**src/rtl/gcd_upd.sv**
```systemverilog
// gcd_upd - public-key candidate qualifier for RSA key generation.
//
// Samples a candidate exponent and the totient, computes their gcd with a
// multi-cycle binary (Stein) engine, and publishes the candidate as the public
// key only when gcd == 1 and 1 < candidate < totient. While start_0 stays high
// the block keeps resampling, so the outputs track operand changes.
//
// Ports:
//   clk         in   1  rising-edge clock
//   rst_n       in   1  asynchronous active-low reset
//   start_0     in   1  level enable; sample and recompute while high
//   lfsr_nu     in  32  candidate exponent (unsigned)
//   y           in  32  totient / modulus operand (unsigned)
//   gcd_out     out 32  registered gcd of the last sampled pair
//   public_key  out 32  registered qualified key, or 0
//   done        out  1  one-cycle pulse coincident with an output update

module gcd_upd (
    input  logic        clk,
    input  logic        rst_n,
    input  logic        start_0,
    input  logic [31:0] lfsr_nu,
    input  logic [31:0] y,
    output logic [31:0] gcd_out,
    output logic [31:0] public_key,
    output logic        done
);

    typedef enum logic [1:0] {
        IDLE = 2'd0,
        CALC = 2'd1,
        DONE = 2'd2
    } state_t;

    state_t state, state_nxt;

    logic [31:0] a, b, cand, tot, result;
    logic [5:0]  k;

    logic [31:0] a_nxt, b_nxt, cand_nxt, tot_nxt, result_nxt;
    logic [5:0]  k_nxt;
    logic [31:0] gcd_nxt, key_nxt;
    logic        done_nxt;

    // State register
    always_ff @(posedge clk or negedge rst_n) begin
        if (!rst_n) begin
            state <= IDLE;
        end else begin
            state <= state_nxt;
        end
    end

    // Next-state logic
    always_comb begin
        state_nxt = state;
        case (state)
            IDLE: if (start_0) state_nxt = CALC;
            CALC: if (a == '0 || b == '0) state_nxt = DONE;
            DONE: state_nxt = IDLE;
            default: state_nxt = IDLE;
        endcase
    end

    // Datapath and output next values
    always_comb begin
        a_nxt      = a;
        b_nxt      = b;
        k_nxt      = k;
        cand_nxt   = cand;
        tot_nxt    = tot;
        result_nxt = result;
        gcd_nxt    = gcd_out;
        key_nxt    = public_key;
        done_nxt   = 1'b0;
        case (state)
            IDLE: begin
                if (start_0) begin
                    a_nxt    = lfsr_nu;
                    b_nxt    = y;
                    k_nxt    = '0;
                    cand_nxt = lfsr_nu;
                    tot_nxt  = y;
                end
            end
            CALC: begin
                // One Stein step per cycle; the first matching rule wins.
                if (a == '0) begin
                    result_nxt = b << k;
                end else if (b == '0) begin
                    result_nxt = a << k;
                end else if (!a[0] && !b[0]) begin
                    a_nxt = a >> 1;
                    b_nxt = b >> 1;
                    k_nxt = k + 6'd1;
                end else if (!a[0]) begin
                    a_nxt = a >> 1;
                end else if (!b[0]) begin
                    b_nxt = b >> 1;
                end else if (a >= b) begin
                    // Difference of two odd values is even, so halve it now.
                    a_nxt = (a - b) >> 1;
                end else begin
                    b_nxt = (b - a) >> 1;
                end
            end
            DONE: begin
                gcd_nxt  = result;
                key_nxt  = (result == 32'd1 && cand > 32'd1 && cand < tot) ? cand : '0;
                done_nxt = 1'b1;
            end
            default: ;
        endcase
    end

    // Datapath and output registers
    always_ff @(posedge clk or negedge rst_n) begin
        if (!rst_n) begin
            a          <= '0;
            b          <= '0;
            k          <= '0;
            cand       <= '0;
            tot        <= '0;
            result     <= '0;
            gcd_out    <= '0;
            public_key <= '0;
            done       <= 1'b0;
        end else begin
            a          <= a_nxt;
            b          <= b_nxt;
            k          <= k_nxt;
            cand       <= cand_nxt;
            tot        <= tot_nxt;
            result     <= result_nxt;
            gcd_out    <= gcd_nxt;
            public_key <= key_nxt;
            done       <= done_nxt;
        end
    end

endmodule

```
**config.mk**
```make
export PLATFORM = sky130hd
export DESIGN_NAME = gcd_upd
export DESIGN_NICKNAME = d
export VERILOG_FILES = /design/src/rtl/gcd_upd.sv
export SDC_FILE = /design/constraint.sdc
export NUM_CORES = 1
export LEC_CHECK = 0
export CORE_MARGIN = 10
export CORE_UTILIZATION = 55
export CTS_BUF_LIST = sky130_fd_sc_hd__clkbuf_16
export DETAILED_ROUTE_END_ITERATION = 12
export PLACE_DENSITY = 0.76
export SLEW_MARGIN = 20
export SYNTH_ARGS = -nofsm -noshare
export SYNTH_HDL_FRONTEND = slang
export SYNTH_SLANG_ARGS = --single-unit
```
**constraint.sdc**
```tcl
create_clock -name clk -period 3.95 [get_ports clk]
set_input_delay 0.79 -clock clk [delete_from_list [all_inputs] [get_ports clk]]
set_output_delay 0.79 -clock clk [all_outputs]
set_load 0.01 [all_outputs]
```
==> results.ini, run 1 <==
[run_status]
outcome=finished clean

[clock_tree]
cts.sinks=233
cts-root-buf=clkbuf_16
cts_max_path_buffers=3
cts_setup_buffers=0
cts_tree=built
numCtsBuffers=26
clk_latency_ps=530
clk_pin_slew_worst_paths_ps=60
htree_num_levels=1
ctsResizeCount=0
cts_hold_buf=0

[finish]
fillCellCount=2489
final_cell_mix=nand2_1 (244), dfrtp_1 (233), o21ai_0 (214)
final_common_cell=nand2_1
antenna_cells=0
fin_cells=2380
area_delta_synth_final_pct=16.2
layout-drive-gt1-share_pct=8.82
layout.nets=2146
fin_area_um2=18800

[floorplan]
die_y_um=192
core_um2=28900
die_x_um=192
die-area_um2=36700
start_util_pct=56.2
row_count=62
boundaryPins=132

[routing]
ant_nets=0
dr.pass1.iters=6
vias=15793
viasPerCell=6.64
wl_per_cell_um=24.9
drc=0
drtIter0Drc=2107
wirelength_um=59200

[timing]
period_share_pct=93.7
tightestPinTransition_ps=1160
final_max_slew_viol_count=0
relSlewSlack_pct=22.4
fin_worst_skew_ps=13.6
clock.fmax_mhz=270
rsz0062_at_grt=false
fin_tns_setup_ps=0
timing.final.crit_period_ps=3700
hold_viol_final=0
finalSetupViolCount=0

[pwr]
peakVddDrop_uv=655
p_per_area_nw_per_um2=925
power_leakage_nw=8.25

[setup_path]
end_kind=flop
crit_type=reg -> reg
worst-path-max-fanout=9
r2r_slack_ps=250
reg2regPathDepth=11
worstPathRequired_ps=4370
start_kind=flop
crit_arrival_ps=4120

[hold_path]
hold_path.class=in -> async

[yosys]
synthCells=1884
syn_avg_cell_area_um2=8.60
synth_nets=2049
ys_seq_area_share_pct=36.0
ys_ff_latch=233
synthArstFlopShare_pct=100
yosys_warnings=0
syn_area_um2=16200
synth-edff-count=0
ys_types=78
synth_ff_type=dfrtp_1

[grt]
antenna_found_initial=0
grt_usage_pct=31.4
grt_max_degree=97
grt_overflow_total=0
grt_pass1_wl_um=90500
grt_pass1_vias=15272

[placed_design]
dp.final_hpwl_um=45100
place_congestion=0.995
port_buffers=131
place_inst=2337
place_area_um2=18000

[job]
max_cap_violations=0

-- final timing paths --
path	start	endpoint
hold / removal	rst_n	a[25]
min in group clk	tot[31]	tot[31]
hold reg to reg	tot[31]	tot[31]
max in group asynchronous	rst_n	a[6]
setup reg to reg	a[4]	b[30]
setup / recovery	a[4]	b[30]
-- layer usage --
metal	vias to the layer above	global-route usage [%]	part of all wire, %
li1	7039	-	-
met1	7621	41.7	40
met2	949	48.3	45
met3	184	5.39	9.4
met4	0	16.8	6.0
met5	-	0	0
-- cell type report --
class | count | area, µm² | share of cell area (%)
repair buffers | 195 | 1830 | 9.69
clock inverters | 16 | 103 | 0.545
clock buffers | 27 | 676 | 3.59
flip-flops and latches | 233 | 5830 | 31.0
inverters | 116 | 435 | 2.31
well taps | 384 | 480 | 2.55
multi-input cells | 1409 | 9480 | 50.3
-- flip-flops by register name, summed over array words and instances (netlist names) --
signal      count
a              32
b              32
cand           32
done            1
gcd_out        32
k               6
public_key     32
result         32
state           2
tot            32
-- cells in the mapped netlist (all sizes together) (34+ instances only) --
master,number,area share [%]
mux2i,55,3.5
dfrtp,233,36
nand2,244,5.7
ha,96,7.4
o21ai,229,7.1
a21oi,144,4.5
nor2,96,2.2
clkbuf,87,2.0
nand3,54,1.7
inv,114,2.6
xnor2,34,1.8
nor4,36,1.5
buf,39,1.2
mux2,35,2.4
-- report_power, final --
part	leakage [nW]	switching, W	internal (W)
registers	3.06	0.000893	0.00305
clock network	0.398	0.000990	0.00129
logic	4.79	0.00700	0.00420
total	8.25	0.00888	0.00853
-- metrics by stage --
step | setup WS (ps) | power (W) | hold slack, ps | utilization [%]
floorplan | 853 | 0.0112 | 447 | -
global placement | 329 | 0.0146 | 464 | 62.5
detailed placement | 205 | 0.0147 | 476 | 62.5
CTS | 177 | 0.0170 | 319 | 65.2
global route | 2.02 | 0.0185 | 326 | 65.2
finish | 247 | 0.0174 | 270 | 65.2
-- critical path, cell delays in order, from the launching register on --
cell,delay [ps]
dfrtp_1,450
inv_1,90
ha_1,450
a21o_1,230
a31o_2,220
o21ai_0,420
nand3_1,250
a31oi_1,560
o311ai_0,350
xor2_1,230
a21oi_1,90
a211oi_1,240
-- cell families (layout without fill, tap and decap cells) --
| logic type | after synthesis | count (layout) | share of synthesized area [%] |
|---|---|---|---|
| AO/OA/AOI/OAI | 612 | 612 | 23.6 |
| multiplexers | 111 | 111 | 8.83 |
| flip-flops | 233 | 233 | 36.0 |
| XOR/XNOR | 55 | 55 | 2.97 |
| AND/OR/NAND/NOR | 533 | 533 | 15.0 |
| adder cells (fa/ha/maj) | 98 | 98 | 7.66 |
| buffers and inverters | 242 | 354 | 5.93 |
No activity file was read; power rests on OpenSTA's default activity.
==> run 2: changes to the inputs <==
--- a/config.mk
+++ b/config.mk
@@ -6,10 +6,10 @@
 export NUM_CORES = 1
 export LEC_CHECK = 0
 export CORE_MARGIN = 10
-export CORE_UTILIZATION = 55
+export CORE_UTILIZATION = 40
 export CTS_BUF_LIST = sky130_fd_sc_hd__clkbuf_16
+export CTS_CLUSTER_DIAMETER = 40
 export DETAILED_ROUTE_END_ITERATION = 12
-export PLACE_DENSITY = 0.76
 export SLEW_MARGIN = 20
 export SYNTH_ARGS = -nofsm -noshare
 export SYNTH_HDL_FRONTEND = slang
==> results.ini, run 2 (synthesis results as in run 1) <==
[placed_design]
place_inst=2494
dp.final_hpwl_um=46100
port_buffers=131
place_congestion=0.959

[timing]
rsz0062_at_grt=false
finalSetupViolCount=0
clock.fmax_mhz=266
fin_tns_setup_ps=0
fin_worst_skew_ps=22.6
timing.final.crit_period_ps=3750
relSlewSlack_pct=30.3
hold_viol_final=0
tightestPinTransition_ps=1050
final_max_slew_viol_count=0
period_share_pct=95.1

[floorplan]
core_um2=39900
die-area_um2=49000
start_util_pct=40.6
boundaryPins=132
die_x_um=221
row_count=73
die_y_um=221

[clock_tree]
clk_pin_slew_worst_paths_ps=60
cts_tree=built
cts.sinks=233
htree_num_levels=2
numCtsBuffers=38
clk_latency_ps=530
cts-root-buf=clkbuf_16
cts_max_path_buffers=3

[finish]
final_cell_mix=nand2_1 (244), dfrtp_1 (233), o21ai_0 (214)
final_common_cell=nand2_1
antenna_cells=0
area_delta_synth_final_pct=21.2
layout.nets=2176
fin_cells=2564
final_util_pct=49.2
layout-drive-gt1-share_pct=10.9

[routing]
dr.pass1.iters=5
vias=15682
wl_per_cell_um=23.6
ant_nets=0
wl_met2_um=28300
drtIter0Drc=1678
wirelength_um=60500
wl_met3_um=4320
viasPerCell=6.12
top_layer_used=met4
m1WireLength_um=25100
drc=0

[pwr]
power_leakage_nw=8.59
peakVddDrop_uv=416
p_per_area_nw_per_um2=945

[setup_path]
reg2regPathDepth=13
start_kind=flop
crit_arrival_ps=4140
r2r_slack_ps=200
slowest_stage=dfrtp_1
r2r_start=a[0]
worst-path-max-fanout=56
end_kind=flop
worstPathRequired_ps=4340
crit_chain=inv_1 -> ha_1 -> fa_1 -> nand2b_1 -> a21oi_4 -> o22ai_4 -> a2111oi_4 -> o31ai_1 -> a31oi_4 -> buf_12 -> nor2_1 -> a21oi_1 -> a31oi_1
r2r-end=b[29]
max_stage_delay_ps=500
crit_type=reg -> reg

[grt]
grt_pass1_vias=15438
antenna_found_initial=0
grt_usage_pct=23.6
grt_overflow_total=0
grt_pass1_wl_um=93100
grt_max_degree=96

[job]
max_cap_violations=0

[run_status]
outcome=finished clean

[hold_path]
hold_path.class=in -> async

-- run 2: where the power goes --
| part | internal [W] | switching [W] |
|---|---|---|
| Sequential | 0.00305 | 0.000828 |
| Combinational | 0.00431 | 0.00707 |
| Clock | 0.00207 | 0.00123 |
-- run 2: layout make-up --
cell class / count / area [µm²]
Clock buffer: 41 / 1030
Clock inverter: 27 / 235
Fill cell: 3880 / 20300
Inverter: 116 / 435
Multi-Input combinational cell: 1409 / 9490
Sequential cell: 233 / 5830
Tap cell: 525 / 657
Timing Repair Buffer: 213 / 1970
-- run 2: critical path, delay by kind of cell, from the launching register on --
kind,cells,cell delay [ps]
compound gates,7,1580
fa+ha+maj,2,730
flops,1,500
buf+inv,2,460
simple gates,2,320
-- run 2: how the worst max path moves through the flow --
stage | from | cells past startpoint | slack, ps | to
floorplan | a[0] | 12 | 850 | a[24]
global placement | a[30] | 11 | 180 | b[24]
detailed placement | a[0] | 12 | 90 | a[12]
CTS | a[0] | 12 | 110 | a[29]
global route | a[0] | 13 | 60 | b[29]
finish | a[0] | 13 | 200 | b[29]
-- run 2: layer usage --
layer / GRT usage [%] / vias to the layer above
met1: 30.6 / 7692
met4: 10.1 / 0
li1: - / 7116
met5: 0 / -
met3: 3.98 / 154
met2: 38.1 / 720
-- run 2: what timing repair did --
action | CTS | global route
setup endpoints to repair | 1 | 37
hold buffers | 0 | 0
pin swaps | 1 | 0
buffers inserted | 2 | 0
gates resized for setup | 0 | 5
-- run 2: metrics by stage --
step	worst slack (ps)	instance area (µm²)	hold slack (ps)	power, W
after floorplan	853	16200	447	0.0112
after global placement	176	18300	468	0.0148
after detailed placement	86.3	18300	468	0.0149
after CTS	113	19600	268	0.0183
after global routing	57.2	19600	288	0.0198
final	195	19600	257	0.0186
